**src/rtl/mem_arbiter.sv**
```systemverilog
// mem_arbiter: round-robin arbiter giving a CPU and a DMA requester exclusive
// LAT-cycle access to a single memory port.
module mem_arbiter #(
    parameter int AW  = 13,
    parameter int DW  = 8,
    parameter int LAT = 2
) (
    input  logic          clk,
    input  logic          rst,
    input  logic          cpu_req,
    input  logic          cpu_we,
    input  logic [AW-1:0] cpu_addr,
    input  logic [DW-1:0] cpu_wdata,
    input  logic          dma_req,
    input  logic          dma_we,
    input  logic [AW-1:0] dma_addr,
    input  logic [DW-1:0] dma_wdata,
    output logic          cpu_gnt,
    output logic          dma_gnt,
    output logic          cpu_done,
    output logic          dma_done,
    output logic [DW-1:0] rdata,
    output logic [AW-1:0] mem_addr,
    output logic [DW-1:0] mem_wdata,
    output logic          mem_read,
    output logic          mem_write,
    input  logic [DW-1:0] mem_rdata
);
    typedef enum logic [1:0] {IDLE, ACCESS, RESP} state_t;
    state_t        state_q, state_d;
    logic [2:0]    cnt_q, cnt_d;
    logic          last_dma_q, last_dma_d;
    logic          own_dma_q, own_dma_d;
    logic          we_q, we_d;
    logic [AW-1:0] addr_q, addr_d;
    logic [DW-1:0] wdata_q, wdata_d;
    logic [DW-1:0] rdata_q, rdata_d;
    logic          win_dma;
    // On a tie the requester that did not own the memory last time wins.
    assign win_dma = dma_req & (~cpu_req | ~last_dma_q);
    always_comb begin
        state_d    = state_q;
        cnt_d      = cnt_q;
        last_dma_d = last_dma_q;
        own_dma_d  = own_dma_q;
        we_d       = we_q;
        addr_d     = addr_q;
        wdata_d    = wdata_q;
        rdata_d    = rdata_q;
        case (state_q)
            IDLE: if (cpu_req | dma_req) begin
                state_d    = ACCESS;
                cnt_d      = 3'(LAT - 1);
                own_dma_d  = win_dma;
                last_dma_d = win_dma;
                we_d       = win_dma ? dma_we : cpu_we;
                addr_d     = win_dma ? dma_addr : cpu_addr;
                wdata_d    = win_dma ? dma_wdata : cpu_wdata;
            end
            ACCESS: if (cnt_q == 3'd0) begin
                state_d = RESP;
                rdata_d = we_q ? rdata_q : mem_rdata;
            end else begin
                cnt_d = cnt_q - 3'd1;
            end
            RESP:    state_d = IDLE;
            default: state_d = IDLE;
        endcase
    end
    always_ff @(posedge clk) begin
        if (rst) begin
            state_q    <= IDLE;
            cnt_q      <= '0;
            last_dma_q <= 1'b1;
            own_dma_q  <= 1'b0;
            we_q       <= 1'b0;
            addr_q     <= '0;
            wdata_q    <= '0;
            rdata_q    <= '0;
        end else begin
            state_q    <= state_d;
            cnt_q      <= cnt_d;
            last_dma_q <= last_dma_d;
            own_dma_q  <= own_dma_d;
            we_q       <= we_d;
            addr_q     <= addr_d;
            wdata_q    <= wdata_d;
            rdata_q    <= rdata_d;
        end
    end
    assign cpu_gnt   = (state_q != IDLE) & ~own_dma_q;
    assign dma_gnt   = (state_q != IDLE) & own_dma_q;
    assign cpu_done  = (state_q == RESP) & ~own_dma_q;
    assign dma_done  = (state_q == RESP) & own_dma_q;
    assign rdata     = rdata_q;
    assign mem_read  = (state_q == ACCESS) & ~we_q;
    assign mem_write = (state_q == ACCESS) & we_q;
    assign mem_addr  = (state_q == ACCESS) ? addr_q : '0;
    assign mem_wdata = (state_q == ACCESS) ? wdata_q : '0;
endmodule

```
**config.mk**
```make
export PLATFORM = sky130hd
export DESIGN_NAME = mem_arbiter
export DESIGN_NICKNAME = d
export VERILOG_FILES = /design/src/rtl/mem_arbiter.sv
export SDC_FILE = /design/constraint.sdc
export NUM_CORES = 1
export LEC_CHECK = 0
export BUFFER_PORTS_ARGS = -buffer_cell sky130_fd_sc_hd__buf_2
export CORE_MARGIN = 1.5
export CORE_UTILIZATION = 46
export CTS_CLUSTER_SIZE = 10
export DETAILED_ROUTE_END_ITERATION = 8
export PLACE_DENSITY = 0.8
export SLEW_MARGIN = 20
export SYNTH_ARGS = -nofsm -noshare
export SYNTH_HDL_FRONTEND = slang
export SYNTH_SLANG_ARGS = --single-unit
```
**constraint.sdc**
```tcl
create_clock -name clk -period 1.85 [get_ports clk]
set_input_delay 0.185 -clock clk [delete_from_list [all_inputs] [get_ports clk]]
set_output_delay 0.185 -clock clk [all_outputs]
set_load 0.05 [all_outputs]
```
== Word-level counts from Yosys, hierarchy flattened ==
Index checks and enable logic that the tools add are counted.

* Register bits: 37
* Input bits: 56
* Output and inout bits: 35
* Logic and storage cells: 46

* Add/subtract/negate cells: 1
* Equal/unequal tests: 5
* Muxes and demuxes: 11
* Bitwise gates (word level): 13
* Reduce and logical (&&, ||, !) cells: 8

{| class="wikitable"
|+ Operator list
! operator !! number
|-
| $mux W13 || 2
|-
| $mux W8 || 2
|-
| $and A1 B1 Y1 || 7
|-
| $mux W3 || 2
|-
| $ne A2 B2 Y1 const B || 3
|-
| $pmux W3 S2 || 1
|-
| $reduce_and A3 Y1 || 2
|-
| $mux W2 || 2
|-
| $not A1 Y1 || 4
|-
| $pmux W2 S2 || 1
|-
| $reduce_and A2 Y1 || 2
|-
| $reduce_bool A2 Y1 || 2
|-
| $logic_not A3 Y1 || 1
|-
| $sub A3 B1 Y3 const B || 1
|-
| $eq A2 B1 Y1 const B || 1
|-
| $eq A2 B2 Y1 const B || 1
|-
| $logic_not A2 Y1 || 1
|-
| $or A1 B1 Y1 || 2
|-
| $mux W1 || 1
|}

== Logic depth before layout (Yosys ltp) ==
* Word-level depth: 4
* Mapped depth: 5
* Mapped depth without buffers: 5

== Least setup slack after synthesis ==
Ideal clock, no wire load.

* Path kind: flip-flop to output port
* Start point: register state_q[0]
* End point: output port cpu_done
* Data arrival time: 1.621 ns
* Required time: 1.665 ns
* Path slack: 0.044 ns
* Stages on the path, launching flop included: 3
* Path buffers: 1
* Cells stage by stage: dfxtp_1 buf_2 nor3b_1

* Longest elaborated chain between the ends: 2

{| class="wikitable"
|+ Ends and longest elaborated chain
! element !! line !! text
|-
| start, declared || 30 || <nowiki>state_t state_q, state_d;</nowiki>
|-
| start signal, assigned || 81 || <nowiki>state_q <= state_d;</nowiki>
|-
| $eq A2 B2 Y1 || 93 || <nowiki>assign cpu_done = (state_q == RESP) & ~own_dma_q;</nowiki>
|-
| $and A1 B1 Y1 || 93 ||
|-
| end, declared || 20 || <nowiki>output logic cpu_done,</nowiki>
|}

Every way passes these cells.

== Final worst setup path ==
* Start point: register state_q[1]
* End point: output port mem_addr[12]

* Longest elaborated chain between the ends: 2

{| class="wikitable"
|+ Ends and longest elaborated chain
! element !! line !! text
|-
| $eq A2 B1 Y1 || 98 || <nowiki>assign mem_addr = (state_q == ACCESS) ? addr_q : '0;</nowiki>
|-
| $mux W13 || 98 ||
|-
| end, declared || 23 || <nowiki>output logic [AW-1:0] mem_addr,</nowiki>
|}

Every way passes these cells.

==> flow_summary.ini <==
[sta]
setup_viol = 0
max-slew-margin-rel = 0.520
finalHoldViolCount = 0
tightest_slew_ns = 0.720
finalCritPeriodShare = 0.944
min_period_ns = 1.75
tns_ns = 0
rsz0062_at_grt = no
fmax_ghz = 0.573
final_max_slew_viol_count = 0
finClkSkew_ns = 0.00232

[clock_tree]
path_clk_slew_ns = 0.07
clk_path_buf_depth = 2
cts_sinks = 37
cts-buffers-inserted = 5
h-tree-depth = 2
worstSkewPairLatency_ns = 0.28
cts_setup_buffers = 0
root_buffer = clkbuf_8
cts_tree = yes

[critical_path]
path_cells = and2b_1 -> buf_4 -> and2_1 -> buf_2
crit_slowest_cell = dfxtp_1
cp.required_ns = 1.66
rr_startpoint = cnt_q[0]$_SDFFE_PP0P_
end_kind = output pin
r2r_setup_slack_ns = 0.31
r2r-end = rdata[7]$_SDFFE_PP0P_
critical_path_arrival_ns = 1.56
crit_fanout = 26
worstSetupPathType = reg2out
slowest_delay_ns = 0.47
reg2reg_depth = 5
cp-start-kind = register

[drt]
wl_per_cell_um = 12.3
drtAntennaViolNets = 0
vias = 1865
dr.pass1.iters = 4
avgViaCountPerCell = 5.17
wl_mm = 4.44
drc = 0
detail_route.iter0.violations = 108

[worst_hold_path]
hp-start = mem_rdata[0]
holdPathEnd = rdata[0]$_SDFFE_PP0P_
whs_path_depth = 3
min_path_type = in2reg

[placed_design]
placed_cells = 354
hpwl_mm = 3.07
dpl_cell_area_sq_mm = 0.00235
gp_congestion = 0.766
portBuffers = 90

[yosys]
syn_area_sq_mm = 0.00189
yosysWarnings = 0
ys_ff_latch = 37
syn_inst = 228
yosys.cell_types.count = 34
ys_top_cells_by_area = dfxtp_1 (39%), a311oi_1 (10%), nand2_1 (8.9%), and2_1 (7.3%), a21oi_1 (6.6%)
yosysTopAreaCellShare = 0.391
synth_nets = 286
synth_area_leader_cell = dfxtp_1
ys_seq_area_frac = 0.391
avgSynthCellArea_sq_um = 8.31

[floorplanning]
die_width_um = 67.2
die_area_sq_mm = 0.00451
coreArea_sq_mm = 0.00397
initial_core_util = 0.477
core.rowCount = 23
design.portCount = 91
die_h_um = 67.2

[pwr]
ir_drop_mv = 0.487
finalPower_w = 0.00222
leakagePower_nw = 1.16
power_density_mw_per_mm2 = 912

[finish]
fillers = 348
syn_to_final_growth_pct = 28.8
finalInstanceArea_sq_mm = 0.00244
drive_gt1_frac = 0.350
layout_common_cells = buf_2 (90), nand2_1 (45), dfxtp_1 (36)
fin_nets = 369
mostFrequentLayoutCell = buf_2
finalNonFillerCells = 361
n_antenna_cell = 0

[run]
cap_viol_max_count = 0

[grt]
grt_usage = 0.211
grt_max_degree = 48
antenna_found_initial = 0
overflow = 0
grt_pass1_vias = 1719
grt_pass1_wl_mm = 7.31

[outcome]
outcome = finished, final reports clean
-- area by class of cell --
class	instances	area, sq um	area share
multi-input combinational	169	1050	0.430
clock buffer	7	86.3	0.0354
tap	50	62.6	0.0256
inverter	3	11.3	0.00462
timing repair buffer	95	488	0.200
sequential	37	742	0.304
-- Yosys cell counts (all sizes together) --
cell and count:
nand2 45, a311oi 22, o21bai 1, and2 23
inv 3, a21oi 25, dfxtp 37, buf 12
or2 1, o41ai 2, nand2b 18, nor3b 1
o21ba 1, ha 2, nor3 4, nor2b 1
a31oi 1, a21boi 1, and2b 1, o31ai 1
nand3 2, o31a 1, nor2 5, clkbuf 7
and3 1, mux2i 8, a21bo 1, and3b 1
-- cells by family after synthesis --
logic type               count (synthesis)  synth area share
buffers and inverters                   22            0.0548
flip-flops                              37             0.391
multiplexers                             8            0.0423
AND/OR/NAND/NOR                        103             0.289
AO/OA/AOI/OAI                           56             0.209
adder cells (fa/ha/maj)                  2            0.0132
-- worst max path at each step --
stage,from,endpoint,slack [ns],cells after the start
global route,state_q[1]$_SDFFE_PP0P_,mem_write,0.01,4
finish,state_q[1]$_SDFFE_PP0P_,mem_addr[12],0.10,4
CTS,state_q[0]$_SDFFE_PP0P_,mem_addr[12],0.02,4
global placement,state_q[0]$_SDFFE_PP0P_,mem_wdata[3],0.35,4
floorplan,state_q[0]$_SDFFE_PP0P_,cpu_done,0.04,2
detailed placement,cnt_q[0]$_SDFFE_PP0P_,rdata[7]$_SDFFE_PP0P_,0.28,5
-- flip-flops by register name, summed over array words and instances (netlist names) --
| register | cells |
|---|---|
| addr_q | 13 |
| rdata | 8 |
| wdata_q | 8 |
| cnt_q | 3 |
| state_q | 2 |
| last_dma_q | 1 |
| own_dma_q | 1 |
| we_q | 1 |
-- worst max-delay path: cells and delay by family (launching register included) --
kind,cells,cell delay (ns)
buffers and inverters,2,0.41
flip-flops,1,0.47
AND/OR/NAND/NOR,2,0.39
-- layer usage --
layer  track usage  share of wire
met5             0              0
met4        0.0638          0.013
met3        0.0567          0.051
met2         0.381           0.52
met1         0.241           0.42
-- where the power goes --
| group | internal (W) | switching, W | total, W |
|---|---|---|---|
| clock | 0.000295 | 0.000252 | 0.000547 |
| sequential | 0.000896 | 0.0000588 | 0.000955 |
| combinational | 0.000250 | 0.000473 | 0.000722 |
| total | 0.00144 | 0.000783 | 0.00222 |
-- through the flow --
stage / hold slack, ns / util / worst slack (ns)
after global placement: 0.450 / 0.592 / 0.349
after floorplan: 0.340 / - / 0.0436
after CTS: 0.155 / 0.614 / 0.0195
after global routing: 0.158 / 0.614 / 0.0117
final: 0.162 / 0.614 / 0.104
after detailed placement: 0.457 / 0.592 / 0.278
-- what timing repair did --
item	in CTS	in global routing
hold buffers	0	0
setup endpoints to repair	0	22
gates resized for setup	0	1
Note: power is estimated with default switching activity, not from simulation.
